`src/rtl/move_queue.sv`:
```
// move_queue: assembles coordinated-move records from SPI words
// (0x01 header + duration, increment, incinc payload words) and queues them
// in a power-of-two FIFO. The stepper DDA executor reads them, oldest first,
// through a valid/ready handshake.
// The head record is held in a registered output stage, so a record becomes
// visible one clock after it is committed.
module move_queue #(
    parameter int BUFFER_BITS = 2,
    parameter int WORD_WIDTH  = 64
) (
    input  logic                   clk,
    input  logic                   reset,
    input  logic                   word_valid,
    input  logic [WORD_WIDTH-1:0]  word_data,
    input  logic                   word_is_header,
    output logic                   move_valid,
    input  logic                   move_ready,
    output logic                   move_dir,
    output logic [WORD_WIDTH-1:0]  move_duration,
    output logic [WORD_WIDTH-1:0]  move_increment,
    output logic [WORD_WIDTH-1:0]  move_incinc,
    output logic [BUFFER_BITS:0]   fill_count,
    output logic                   full,
    output logic                   collecting,
    output logic                   overflow,
    input  logic                   clear_overflow
);

    localparam int DEPTH      = 1 << BUFFER_BITS;
    localparam int PTR_W      = BUFFER_BITS + 1;
    localparam int NUM_FIELDS = 3;
    // Pointer XOR pattern when the FIFO holds exactly DEPTH records.
    localparam logic [PTR_W-1:0] FULL_XOR = {1'b1, {BUFFER_BITS{1'b0}}};

    typedef enum logic [1:0] {
        S_IDLE = 2'd0,
        S_W1   = 2'd1,
        S_W2   = 2'd2,
        S_W3   = 2'd3
    } state_t;

    state_t state_reg;
    state_t state_next;

    logic move_hdr;
    logic payload;
    logic commit;

    logic                  dir_reg;
    logic [WORD_WIDTH-1:0] duration_reg;
    logic [WORD_WIDTH-1:0] increment_reg;

    logic [PTR_W-1:0] wr_ptr_reg;
    logic [PTR_W-1:0] wr_ptr_next;
    logic [PTR_W-1:0] rd_ptr_reg;
    logic [PTR_W-1:0] rd_ptr_next;
    logic [BUFFER_BITS-1:0] wr_addr;
    logic [BUFFER_BITS-1:0] rd_addr_next;

    logic pop;
    logic push;
    logic full_int;
    logic head_valid_next;
    logic move_valid_reg;
    logic overflow_reg;

    logic                  dir_mem [DEPTH];
    logic                  dir_head_reg;
    logic [WORD_WIDTH-1:0] field_wr   [NUM_FIELDS];
    logic [WORD_WIDTH-1:0] field_head [NUM_FIELDS];

    // Word classification shared by the FSM and the field latches.
    assign move_hdr = word_valid & word_is_header &
                      (word_data[WORD_WIDTH-1 -: 8] == 8'h01);
    assign payload  = word_valid & ~word_is_header;

    // Assembly state register.
    always_ff @(posedge clk) begin
        if (reset) begin
            state_reg <= S_IDLE;
        end else begin
            state_reg <= state_next;
        end
    end

    // Next state: any header restarts or abandons the message; payload
    // words advance through the three fields and are ignored when idle.
    always_comb begin
        state_next = state_reg;
        if (word_valid && word_is_header) begin
            state_next = move_hdr ? S_W1 : S_IDLE;
        end else if (payload) begin
            case (state_reg)
                S_W1:    state_next = S_W2;
                S_W2:    state_next = S_W3;
                S_W3:    state_next = S_IDLE;
                default: state_next = S_IDLE;
            endcase
        end
    end

    // FSM outputs: message-in-progress flag and the record commit strobe.
    always_comb begin
        collecting = (state_reg != S_IDLE);
        commit     = (state_reg == S_W3) && payload;
    end

    // Latch the header direction and the first two payload words.
    always_ff @(posedge clk) begin
        if (reset) begin
            dir_reg       <= 1'b0;
            duration_reg  <= '0;
            increment_reg <= '0;
        end else begin
            if (move_hdr) begin
                dir_reg <= word_data[0];
            end
            if (payload && state_reg == S_W1) begin
                duration_reg <= word_data;
            end
            if (payload && state_reg == S_W2) begin
                increment_reg <= word_data;
            end
        end
    end

    // Push/pop decisions and next pointers. A commit into a full FIFO is
    // still accepted when the head is popped on the same edge.
    always_comb begin
        pop         = move_valid_reg & move_ready;
        full_int    = ((wr_ptr_reg ^ rd_ptr_reg) == FULL_XOR);
        push        = commit & (~full_int | pop);
        wr_ptr_next = wr_ptr_reg + {{BUFFER_BITS{1'b0}}, push};
        rd_ptr_next = rd_ptr_reg + {{BUFFER_BITS{1'b0}}, pop};
        // Compare against the pre-push write pointer: a record written on
        // this edge is not readable until the following one (no bypass).
        head_valid_next = (wr_ptr_reg != rd_ptr_next);
    end

    assign wr_addr      = wr_ptr_reg[BUFFER_BITS-1:0];
    assign rd_addr_next = rd_ptr_next[BUFFER_BITS-1:0];

    // FIFO pointers, head-valid flag and sticky overflow.
    always_ff @(posedge clk) begin
        if (reset) begin
            wr_ptr_reg     <= '0;
            rd_ptr_reg     <= '0;
            move_valid_reg <= 1'b0;
            overflow_reg   <= 1'b0;
        end else begin
            wr_ptr_reg     <= wr_ptr_next;
            rd_ptr_reg     <= rd_ptr_next;
            move_valid_reg <= head_valid_next;
            if (clear_overflow) begin
                overflow_reg <= 1'b0;
            end else if (commit && !push) begin
                overflow_reg <= 1'b1;
            end
        end
    end

    assign field_wr[0] = duration_reg;
    assign field_wr[1] = increment_reg;
    assign field_wr[2] = word_data;

    // Direction storage: written on push, contents never reset.
    always_ff @(posedge clk) begin
        if (push) begin
            dir_mem[wr_addr] <= dir_reg;
        end
    end

    // Direction head stage: registered read, holds when nothing is queued.
    always_ff @(posedge clk) begin
        if (reset) begin
            dir_head_reg <= 1'b0;
        end else if (head_valid_next) begin
            dir_head_reg <= dir_mem[rd_addr_next];
        end
    end

    // One storage array plus registered head stage per wide record field.
    genvar gi;
    generate
        for (gi = 0; gi < NUM_FIELDS; gi++) begin : g_field
            logic [WORD_WIDTH-1:0] mem [DEPTH];
            logic [WORD_WIDTH-1:0] head_reg;

            // Field storage write on accepted push.
            always_ff @(posedge clk) begin
                if (push) begin
                    mem[wr_addr] <= field_wr[gi];
                end
            end

            // Field head stage: registered read of the next head entry.
            always_ff @(posedge clk) begin
                if (reset) begin
                    head_reg <= '0;
                end else if (head_valid_next) begin
                    head_reg <= mem[rd_addr_next];
                end
            end

            assign field_head[gi] = head_reg;
        end
    endgenerate

    assign move_valid     = move_valid_reg;
    assign move_dir       = dir_head_reg;
    assign move_duration  = field_head[0];
    assign move_increment = field_head[1];
    assign move_incinc    = field_head[2];
    assign fill_count     = wr_ptr_reg - rd_ptr_reg;
    assign full           = full_int;
    assign overflow       = overflow_reg;

endmodule

```
`config.mk`:
```
export PLATFORM = sky130hd
export DESIGN_NAME = move_queue
export DESIGN_NICKNAME = d
export VERILOG_FILES = /design/src/rtl/move_queue.sv
export SDC_FILE = /design/constraint.sdc
export NUM_CORES = 1
export LEC_CHECK = 0
export CORE_MARGIN = 4
export CORE_UTILIZATION = 40
export CTS_CLUSTER_DIAMETER = 60
export DETAILED_ROUTE_END_ITERATION = 8
export PLACE_DENSITY = 0.62
export SYNTH_ARGS = -nofsm -noshare
export SYNTH_HDL_FRONTEND = slang
export SYNTH_SLANG_ARGS = --single-unit
```
`constraint.sdc`:
```
create_clock -name clk -period 21 [get_ports clk]
set_clock_uncertainty 0.1 [all_clocks]
set_input_delay 2.1 -clock clk [delete_from_list [all_inputs] [get_ports clk]]
set_output_delay 2.1 -clock clk [all_outputs]
set_load 0.005 [all_outputs]
```
After elaboration in Yosys (flattened, before gate mapping). Memories as Yosys holds them, arrays and structs flattened. A register that Yosys moved wholly into a read port is not among the register bits. Cells that the tools add are included.

Memories: 4. Output and inout port bits: 200. Register bits after elaboration: 139. Bits of input ports: 70. Memory bits (writable): 772.

Add/sub/neg operators: 3. Multiplexer cells: 6. Eq/ne operators: 6. Bitwise operators: 9. Reductions and logical operators: 9.

Memories: g_field[0].mem (depth 4, bits a word 64, read ports 1, clocked after memory_dff 1, wr ports 1, RTL line 186) `logic [WORD_WIDTH-1:0] mem [DEPTH];`; g_field[1].mem (depth 4, bits a word 64, read ports 1, clocked after memory_dff 1, wr ports 1, RTL line 186); g_field[2].mem (depth 4, bits a word 64, read ports 1, clocked after memory_dff 1, wr ports 1, RTL line 186); dir_mem (depth 4, bits a word 1, read ports 1, clocked after memory_dff 1, wr ports 1, RTL line 67) `logic dir_mem [DEPTH];`.

Operators by type and width (number): $eq A8 B1 Y1 const B (1); $add A3 B1 Y3 (2); $and A1 B1 Y1 (5); $logic_and A1 B1 Y1 (5); $eq A2 B2 Y1 const B (2); $mux W2 (2); $pmux W2 S2 (1); $reduce_bool A2 Y1 (2); $eq A3 B3 Y1 const B (1); $mux W1 (3); $ne A3 B3 Y1 (1); $sub A3 B3 Y3 (1); $xor A3 B3 Y3 (1); $eq A2 B1 Y1 const B (1); $not A1 Y1 (2); $reduce_or A2 Y1 (1); $logic_not A1 Y1 (1); $or A1 B1 Y1 (1).

Depth between registers and ports, before layout. Gate-level depths: netlist of run 1.

Word-level depth: 7. Mapped depth: 10. Depth with buffers taken out: 9.

Least setup slack after synthesis of run 1. Ideal clock, no wire load.

Kind: input to register. Start: input port word_is_header. End: memory dir_mem[1] (enable). Slack: 4.429 ns. Data arrival time: 15.488 ns. Stages: 3. Cells stage by stage: nand3b_1 -> a31o_2 -> nor3_1.

Word-level cells in the longest chain between the ends: 6.

Ends and longest elaborated chain: start, declared (RTL line 15) `input logic word_is_header,`; $not A1 Y1 (RTL line 75) `assign payload = word_valid & ~word_is_header;`; $and A1 B1 Y1 (RTL line 75); $logic_and A1 B1 Y1 (RTL line 105) `commit = (state_reg == S_W3) && payload;`; $and A1 B1 Y1 (RTL line 132) `push = commit & (~full_int | pop);`; $mux W1 (RTL line 168) `if (push) begin`; $mux W1 (not written as such) (RTL line 169) `dir_mem[wr_addr] <= dir_reg;`; end, declared (RTL line 67).

No other way between the ends.

Worst setup path after layout of run 1.
Start: input port move_ready. End: register g_field[2].head_reg[10] (netlist: move_incinc[10]) (read register of g_field[2].mem).

Word-level cells in the longest chain between the ends: 3.

Ends and longest elaborated chain: start, declared (RTL line 17) `input logic move_ready,`; $and A1 B1 Y1 (*) (RTL line 130) `pop = move_valid_reg & move_ready;`; $add A3 B1 Y3 (*) (RTL line 134) `rd_ptr_next = rd_ptr_reg + {{BUFFER_BITS{1'b0}}, pop};`; via rd_ptr_next[0] (RTL line 56) `logic [PTR_W-1:0] rd_ptr_next;`; $ne A3 B3 Y1 (RTL line 137) `head_valid_next = (wr_ptr_reg != rd_ptr_next);`; end, declared (RTL line 187) `logic [WORD_WIDTH-1:0] head_reg;`.

Mark *: on every way through the listed nets, which the timed path passes. The rest lies on a longest branch. A chain may end at the register's enable or synchronous reset.

==> metrics.txt, run 1 <==
outcome=finished, final reports clean; port buffer count=269; DRT met1 WL=44610 µm; DRT Wirelength=106300 µm; CTS H-tree depth=3; Hold-fix buffers, CTS=0; Top reg by flops=g_field.mem; first-pass GRT wire length=159200 µm; Critical Path End Type=flip-flop; multi-input logic area=10200 µm²; HP Class=flip-flop to flip-flop; DR WL/cell=25.22 µm; Initial Util=40.31%; Max FO, Critical Path=103; post-place setup slack=14010 ps; RSZ-0062 raised after global routing=no; dpl cells=4000; Final Cycle Share=29.35%; top sig layer=met5; Core Region=101900 µm²; fmax=0.1622 GHz; TritonRoute pass-1 iters=5; Post-synth EDFFs=772; pin count of the biggest net entering global routing=174; Final TNS setup=0 ps; Tot GR Track Use=19.40%; die extent in y=328.5 µm; met3 wire length=8266 µm; Tightest Pin Transition=1256 ps; Post-DP HPWL=59370 µm; critical path launch point type=input port; WL met2=51130 µm; area of the die=107900 µm²; std cell rows=117; Chip Width=328.5 µm; Synthesized Nets=2644; final worst slack=14840 ps; antenna-violating nets left=0; CTS tree=yes; CP Class=input port to flip-flop; library cells used by synthesis=35; count leader, synth=edfxtp_1; top cell type's share of synthesized area=56.44%; vias in the first global route=24190; grt ovf=0; max FFs per register=768; DRC violations left=0; cts bufs inserted=111; max cap viols=0; Core Util, Final=47.45%; Vias=24230; post-layout instance count excluding filler cells=4217; Cell Area, Placed=44820 µm²; ranking of synthesized cells by area=edfxtp_1 56%, dfxtp_1 16%, mux4_2 10%; post_cts resized=0; Fin. Hold Viols=0; leading area contributor after synthesis=edfxtp_1; synth cell count leaders=772 x edfxtp_1, 332 x dfxtp_1, 323 x a21oi_1; maximum vdd drop=0.00006062 V; Setup Buffers After CTS=0; # IOs=270; antenna violations before repair=10; syn avg cell area=16.03 µm²; clock-pin slew on the worst setup and hold paths=60 ps; WP data arrival=6570 ps; asr flop ratio synth=0%; area grow syn2layout=17.69%; First DRT Iteration DRCs=2160; Max clock buf depth=3; CTS Sinks=1104; count of final setup violators=0; fillers=8704; Max-slew headroom=16.26%; Syn. warnings=0; Register Area=29830 µm²; Worst Path Required=21400 ps; final instance area=48340 µm²; PwrDens=87.38 nW/µm²; Final Critical Period=6164 ps; clk_lat worst skew=690 ps; sequential element share of the synthesized area=72.62%; Final Slew Violations=0; Via density=5.746; Leak=0.01434 µW; gpl congestion=0.7427; Root Driver=clkbuf_16; Post-synth top flop=edfxtp_1; number of synthesized register bits=1104; nets@finish=2826; fraction of layout cells with a size suffix above 1=14.31%; Cell Area, Synth=41080 µm²; Gate Count Post-Synth=2563
[per-stage QoR]
stage                     power (µW)  hold slack (ps)
after floorplan                 2363            341.9
after global placement          2394            340.8
after detailed placement        2395            349.2
after CTS                       4269            358.5
after global routing            4367            370.4
final                           4224            359.7
[kinds of logic (layout without fill, tap and decap cells)]
logic type               after synthesis  after routing  share of synthesized area, %
multiplexers                         193            193                         10.63
other                                  0              5                             0
buffers and inverters                248            529                         2.833
XOR/XNOR                              10             10                        0.3198
flip-flops                          1104           1104                         72.62
AO/OA/AOI/OAI                        521            521                         7.554
AND/OR/NAND/NOR                      476            476                         5.693
adder cells (fa/ha/maj)               11             11                        0.3533
[critical path, cell delays in order]
cell and delay [ps]:
clkdlybuf4s50_1 420, nand2_1 110, inv_1 80, ha_4 590, buf_12 690, buf_4 790
buf_4 670, mux4_2 580, o31ai_1 80, a21oi_1 110
[path summary, 6_finish.rpt]
check / cells after the start / end / from / slack (ps)
worst max register to register: 9 / move_incinc[10] / move_valid / 16380
worst min register to register: 2 / overflow / overflow / 360
worst min-delay path: 2 / overflow / overflow / 360
worst max-delay path: 10 / move_incinc[10] / move_ready / 14840
[final cells by class]
type                    instances  area share (%)
repair buffers                305           6.268
multi-input cells            1211           21.11
inverters                      12         0.09317
clock inverters                46          0.6755
diodes                          5         0.02588
clock buffers                 166           6.589
well taps                    1368           3.541
flip-flops and latches       1104           61.70
[power breakdown]
| group | switching [µW] | internal (µW) | total, µW |
|---|---|---|---|
| combinational | 28.7 | 12.7 | 41.4 |
| sequential | 0.0305 | 2310 | 2310 |
| clock | 811 | 1060 | 1880 |
| total | 840 | 3380 | 4220 |
[cells in the final DEF, fill, tap and decap left out, drive strengths merged, types with 2 or more instances in the layout]
cell type,n
nor2b,4
edfxtp,772
buf,37
xor2,4
nand4,194
clkinvlp,3
nor3,4
inv,17
xnor2,4
clkbuf,166
a31oi,2
diode,5
nand3b,4
a31o,2
and3b,2
nand2b,2
nand2,257
o31ai,193
nor2,2
a21oi,323
clkinv,37
dfxtp,332
clkdlybuf4s50,268
and2,3
ha,10
mux4,193
[layer usage]
| layer | up-vias | global-route usage, % |
|---|---|---|
| li1 | 10520 | - |
| met1 | 12630 | 26.84 |
| met2 | 916 | 31.50 |
| met3 | 155 | 4.339 |
| met4 | 10 | 4.532 |
| met5 | - | 0 |
Note: power is estimated with default switching activity, not from simulation.
==> inputs of run 2 (changes only) <==
==> constraint.sdc (replaced) <==
create_clock -name clk -period 5.97 [get_ports clk]
set_clock_uncertainty 0.1 [all_clocks]
set_input_delay 0.597 -clock clk [delete_from_list [all_inputs] [get_ports clk]]
set_output_delay 0.597 -clock clk [all_outputs]
set_load 0.005 [all_outputs]
==> run 2 against run 1 <==
Effect of this change:
- count of clock-buffer cells in the layout shrank 1
- worst hold slack gained 5.7 ps
- critical path depth is 1 lower
- critical path type unchanged
- critical endpoint is now move_duration[5]
- highest routed layer unchanged
==> metrics.txt, run 2 (same netlist as run 1, synthesis figures left out) <==
outcome=finished, final reports clean (unchanged); Critical Path End Type=flip-flop (unchanged); PwrDens=309.6 nW/µm² (was 87.38 nW/µm²); busiest grt layer=met2 (unchanged); vias in the first global route=24260 (was 24190); Chip Width=328.5 µm (unchanged); std cell rows=117 (unchanged); WP data arrival=4200 ps (was 6570 ps); commonest non-fill, non-tap cell in the layout=edfxtp_1 (unchanged); Final TNS setup=0 ps (unchanged); GRT met3 Usage=4.966% (was 4.339%); Critical R2R Launch=move_valid (unchanged); hold path startpoint=move_incinc[16] (was overflow); GR Util met2=31.04% (was 31.50%); Fin. Hold Viols=0 (unchanged); CP max-delay cell=ha_4 (was buf_4); Tot GR Track Use=19.37% (was 19.40%); maximum vdd drop=0.0002230 V (was 0.00006062 V); pin count of the biggest net entering global routing=182 (was 174); worst-path cell chain=clkdlybuf4s50_1 -> nand2_1 -> inv_1 -> ha_4 -> ha_4 -> xor2_4 -> buf_4 -> o31ai_1 -> a21oi_1 (was clkdlybuf4s50_1 -> nand2_1 -> inv_1 -> ha_4 -> buf_12 -> buf_4 -> buf_4 -> mux4_2 -> o31ai_1 -> a21oi_1); Max-slew headroom=15.51% (was 16.26%); antenna-violating nets left=0 (unchanged); Vias=24120 (was 24230); Flop pwr share=53.8% (was 54.6%); Tightest Pin Transition=1267 ps (was 1256 ps); first-pass GRT wire length=158300 µm (was 159200 µm); Post-DP HPWL=58940 µm (was 59370 µm); clk_lat worst skew=670 ps (was 690 ps); logic gate share of total power=1.0% (about the same); R2R cell count=8 (was 9); antenna violations before repair=13 (was 10); CTS tree=yes (unchanged); Max FO, Critical Path=57 (was 103); clock-pin slew on the worst setup and hold paths=60 ps (about the same); DRC violations left=0 (unchanged); # IOs=270 (unchanged); Initial Util=40.31% (unchanged); fraction of layout cells with a size suffix above 1=14.50% (was 14.31%); Hold-fix buffers, CTS=0 (unchanged); cts bufs inserted=110 (was 111); area grow syn2layout=18.55% (was 17.69%); post-place setup slack=1585 ps (was 14010 ps); fillers=8679 (was 8704); Clock power frac=45.2% (was 44.4%); CP dominant cell by count=ha_4 (was buf_4); flop-to-flop setup slack=2260 ps (was 16380 ps); gpl congestion=0.7351 (was 0.7427); Final Critical Period=3713 ps; grt ovf=0 (unchanged); CTS Sinks=1104 (unchanged); Cells on Worst Hold Path=2 (unchanged); TritonRoute pass-1 iters=5 (unchanged); nets@finish=2827 (was 2826); Root Driver=clkbuf_16 (unchanged); fmax=0.2693 GHz; HP Class=flip-flop to flip-flop (unchanged); max cap viols=0 (unchanged); Leak=0.01446 µW (was 0.01434 µW); max FFs per register=768 (unchanged); post_cts resized=0 (unchanged); CTS H-tree depth=3 (unchanged); die extent in y=328.5 µm (unchanged); Int Power=12140 µW (was 3384 µW); Final Cycle Share=62.20%; DRT Wirelength=106000 µm (was 106300 µm); Worst Setup SP=move_ready (unchanged); FF-to-FF End=move_duration[5] (was move_incinc[10]); area of the die=107900 µm² (unchanged); Max clock buf depth=3 (unchanged); CP max stage delay=920 ps (was 790 ps); Register Area=29840 µm² (was 29830 µm²); Sw Ratio=19.48% (was 19.89%); Worst Path Required=6460 ps (was 21400 ps); First DRT Iteration DRCs=1965 (was 2160); met1 GRT Util=26.56% (was 26.84%); port buffer count=269 (unchanged); Final Slew Violations=0 (unchanged); RSZ-0062 raised after global routing=no (unchanged); Setup Buffers After CTS=0 (unchanged); CP Class=input port to flip-flop (unchanged); DR WL/cell=25.15 µm (was 25.22 µm); most frequent cells in the layout=772 x edfxtp_1, 329 x dfxtp_1, 323 x a21oi_1 (was 772 x edfxtp_1, 332 x dfxtp_1, 323 x a21oi_1); multi-input logic area=10260 µm² (was 10200 µm²); critical path launch point type=input port (unchanged); final worst slack=2257 ps (was 14840 ps); Hold EP=move_incinc[16] (was overflow); Core Region=101900 µm² (unchanged); Via density=5.725 (was 5.746); count of final setup violators=0 (unchanged); sw power=2936 µW (was 840.2 µW); Top reg by flops=g_field.mem (unchanged)
[run 2: through the flow]
| step | instance area [µm²] | utilization, % | cells | power [µW] | hold slack, ps |
|---|---|---|---|---|---|
| final | 48700 | 47.79 | 4213 | 15080 | 365.4 |
| after global routing | 48690 | 47.79 | 4211 | 15550 | 332.2 |
| after CTS | 48690 | 47.78 | 4209 | 15230 | 317.7 |
| after detailed placement | 45070 | 44.24 | 4002 | 8425 | 359.6 |
| after global placement | 45070 | 44.24 | 4002 | 8422 | 338.6 |
| after floorplan | 41170 | - | 2563 | 8312 | 341.9 |
[run 2: cell type report]
type / count / area share [%]
antenna: 4 / 0.02055
clock buffer: 165 / 6.518
clock inverter: 42 / 0.9044
inverter: 12 / 0.1028
multi-input combinational: 1211 / 21.08
sequential: 1104 / 61.27
tap: 1368 / 3.515
timing repair buffer: 307 / 6.588
[run 2: critical path, delay by kind of cell]
family / cells / cell delay (ps)
buffers and inverters: 3 / 1080
adder cells (fa/ha/maj): 2 / 1080
AO/OA/AOI/OAI: 2 / 440
AND/OR/NAND/NOR: 1 / 120
XOR/XNOR: 1 / 820
[run 2: power by group through the flow]
stage                     combinational [µW]  clock (µW)  sequential (µW)
after detailed placement                 146           0             8280
after CTS                                147        6970             8110
after global placement                   144           0             8280
after floorplan                         32.6           0             8280
after global routing                     154        7290             8110
final                                    147        6820             8110
[run 2: routing by layer]
layer | part of all wire, % | routed length, µm
met5 | 0.079 | 84
met4 | 2.3 | 2452
met3 | 8.5 | 8977
met2 | 48 | 50490
met1 | 41 | 43950
[run 2: worst max path at each step]
stage | cells after the start | end
finish | 9 | move_duration[5]
global route | 8 | move_duration[44]
CTS | 8 | move_duration[5]
detailed placement | 9 | move_duration[5]
global placement | 9 | move_duration[7]
floorplan | 5 | dir_mem[0]
==> inputs of run 3 (changes only) <==
--- a/config.mk
+++ b/config.mk
@@ -9,7 +9,7 @@
 export CORE_UTILIZATION = 40
 export CTS_CLUSTER_DIAMETER = 60
 export DETAILED_ROUTE_END_ITERATION = 8
-export PLACE_DENSITY = 0.62
+export PLACE_DENSITY = 0.64
 export SYNTH_ARGS = -nofsm -noshare
 export SYNTH_HDL_FRONTEND = slang
 export SYNTH_SLANG_ARGS = --single-unit
==> constraint.sdc (replaced) <==
create_clock -name clk -period 3.2 [get_ports clk]
set_clock_uncertainty 0.1 [all_clocks]
set_input_delay 0.32 -clock clk [delete_from_list [all_inputs] [get_ports clk]]
set_output_delay 0.32 -clock clk [all_outputs]
set_load 0.005 [all_outputs]
==> run 3 against run 2 <==
Effect of this change:
- count of clock-buffer cells in the layout grew 5
- sequential share of layout area shrank 1.7 points
- worst hold slack lost 290 ps
- die area is the same
- wire length grew 2.3%
==> metrics.txt, run 3 (same netlist as run 1, synthesis figures left out) <==
gpl congestion=0.7801 (was 0.7351); die extent in y=328.5 µm (unchanged); # IOs=270 (unchanged); Tot GR Track Use=19.83% (was 19.37%); post-layout instance count excluding filler cells=4299 (was 4213); fillers=8487 (was 8679); pin count of the biggest net entering global routing=80 (was 182); final worst slack=119.3 ps (was 2257 ps); CP Class=flip-flop to output port (was input port to flip-flop); outcome=finished, final reports clean (unchanged); dpl cells=4074 (was 4002); area of the die=107900 µm² (unchanged); antenna-violating nets left=0 (unchanged); commonest non-fill, non-tap cell in the layout=edfxtp_1 (unchanged); Core Region=101900 µm² (unchanged); CP max stage delay=550 ps (was 920 ps); Max clock buf depth=3 (unchanged); most frequent cells in the layout=772 x edfxtp_1, 329 x dfxtp_1, 323 x a21oi_1 (unchanged); Fin. Hold Viols=0 (unchanged); std cell rows=117 (unchanged); Root Driver=clkbuf_16 (unchanged); Top reg by flops=g_field.mem (unchanged); Final Cycle Share=96.27%; DRT Wirelength=108400 µm (was 106000 µm); port buffer count=269 (unchanged); critical path launch point type=flip-flop (was input port); worst-path cell chain=inv_1 -> fa_1 -> xor2_2 -> clkdlybuf4s50_1 (was clkdlybuf4s50_1 -> nand2_1 -> inv_1 -> ha_4 -> ha_4 -> xor2_4 -> buf_4 -> o31ai_1 -> a21oi_1); vias in the first global route=24920 (was 24260); Final Slew Violations=0 (unchanged); antenna violations before repair=14 (was 13); clk_lat worst skew=680 ps (was 670 ps); Post-DP HPWL=65490 µm (was 58940 µm); Max FO, Critical Path=7 (was 57); Final Critical Period=3081 ps; PwrDens=570.3 nW/µm² (was 309.6 nW/µm²); first-pass GRT wire length=162200 µm (was 158300 µm); maximum vdd drop=0.0004834 V (was 0.0002230 V); DRC violations left=0 (unchanged); post-place setup slack=152.7 ps (was 1585 ps); fraction of layout cells with a size suffix above 1=16.64% (was 14.50%); fmax=0.3246 GHz; Worst Path Required=2780 ps (was 6460 ps); max cap viols=0 (unchanged); nets@finish=2902 (was 2827); Initial Util=40.31% (unchanged); TritonRoute pass-1 iters=5 (unchanged); cts bufs inserted=112 (was 110); max FFs per register=768 (unchanged); Critical Path End Type=output port (was flip-flop); CTS H-tree depth=3 (unchanged); Chip Width=328.5 µm (unchanged); area grow syn2layout=21.93% (was 18.55%); WP data arrival=2660 ps (was 4200 ps); CTS Sinks=1104 (unchanged); Vias=24410 (was 24120); HP Class=input port to flip-flop (was flip-flop to flip-flop); DR WL/cell=25.22 µm (was 25.15 µm); count of final setup violators=0 (unchanged); RSZ-0062 raised after global routing=no (unchanged); CP max-delay cell=clkdlybuf4s50_1 (was ha_4); Via density=5.679 (was 5.725); Leak=0.01508 µW (was 0.01446 µW); Max-slew headroom=44.96% (was 15.51%); clock-pin slew on the worst setup and hold paths=60 ps (about the same); grt ovf=0 (unchanged); Tightest Pin Transition=825.6 ps (was 1267 ps); CTS tree=yes (unchanged); First DRT Iteration DRCs=1961 (was 1965)
## run 3: changes by cell type in the layout (fill, tap and decap cells not counted), moves of 2 or more
cell and change:
bufinv_16 +3, buf_12 +52, buf_4 +20, inv_16 +2, diode_2 +7, clkbuf_1 +6
clkinv_2 -7, clkinvlp_4 +2, clkinv_8 +2
## run 3: timing repair
item                                   4_1_cts  5_1_grt
setup buffers                                0        0
gates resized for setup                      1        0
hold buffers                                 1        0
setup endpoints to repair                    1        0
endpoints found under the hold margin       38        0
## run 3: through the flow
stage / area, µm² / setup TNS [ps] / hold slack [ps] / utilization [%] / total power [µW]
after global routing: 50060 / 0 / 45.10 / 49.14 / 29450
after CTS: 50060 / 0 / 28.19 / 49.13 / 28820
after global placement: 46260 / 0 / 337.0 / 45.41 / 15720
final: 50090 / 0 / 77.20 / 49.16 / 28570
after detailed placement: 46260 / 0 / 345.3 / 45.41 / 15730
after floorplan: 41170 / -2319310 / 292.8 / - / 15510
## run 3: final cells by class
| type | count | area (µm²) | share of cell area [%] |
|---|---|---|---|
| flip-flops and latches | 1104 | 29840 | 59.57 |
| well taps | 1368 | 1712 | 3.417 |
| clock inverters | 43 | 605.6 | 1.209 |
| diodes | 11 | 27.53 | 0.05496 |
| multi-input cells | 1211 | 10270 | 20.51 |
| repair buffers | 380 | 4409 | 8.803 |
| inverters | 12 | 50.05 | 0.09993 |
| clock buffers | 170 | 3172 | 6.333 |
## run 3: layer usage
metal	wire length (µm)	GRT usage, %	vias to the layer above
met5	29	0	-
met1	43460	26.01	12610
met3	8746	4.622	159
li1	-	-	10680
met2	53350	33.22	967
met4	2827	5.603	4
## run 3: where the power goes
group	switching (µW)	total, µW	leakage (µW)	internal, µW
sequential	0.207	15100	0.00945	15100
combinational	195	286	0.00381	90.4
clock	5430	13100	0.00182	7710
total	5630	28600	0.0151	22900
## run 3: worst max-delay path: cells and delay by family (launching register included)
| kind | cells | cell delay, ps |
|---|---|---|
| xor gates and xnor gates | 1 | 260 |
| adders and majority gates | 1 | 490 |
| buffers and inverters | 2 | 740 |
| DFF | 1 | 480 |
## run 3: worst paths after layout
check                               startpoint                end  slack [ps]  depth (start not counted)
worst max-delay path             wr_ptr_reg[1]      fill_count[2]         120                          4
worst min-delay path            clear_overflow           overflow          80                          2
worst max register to register      move_valid  move_duration[42]         520                          7
worst min register to register        overflow           overflow         350                          2
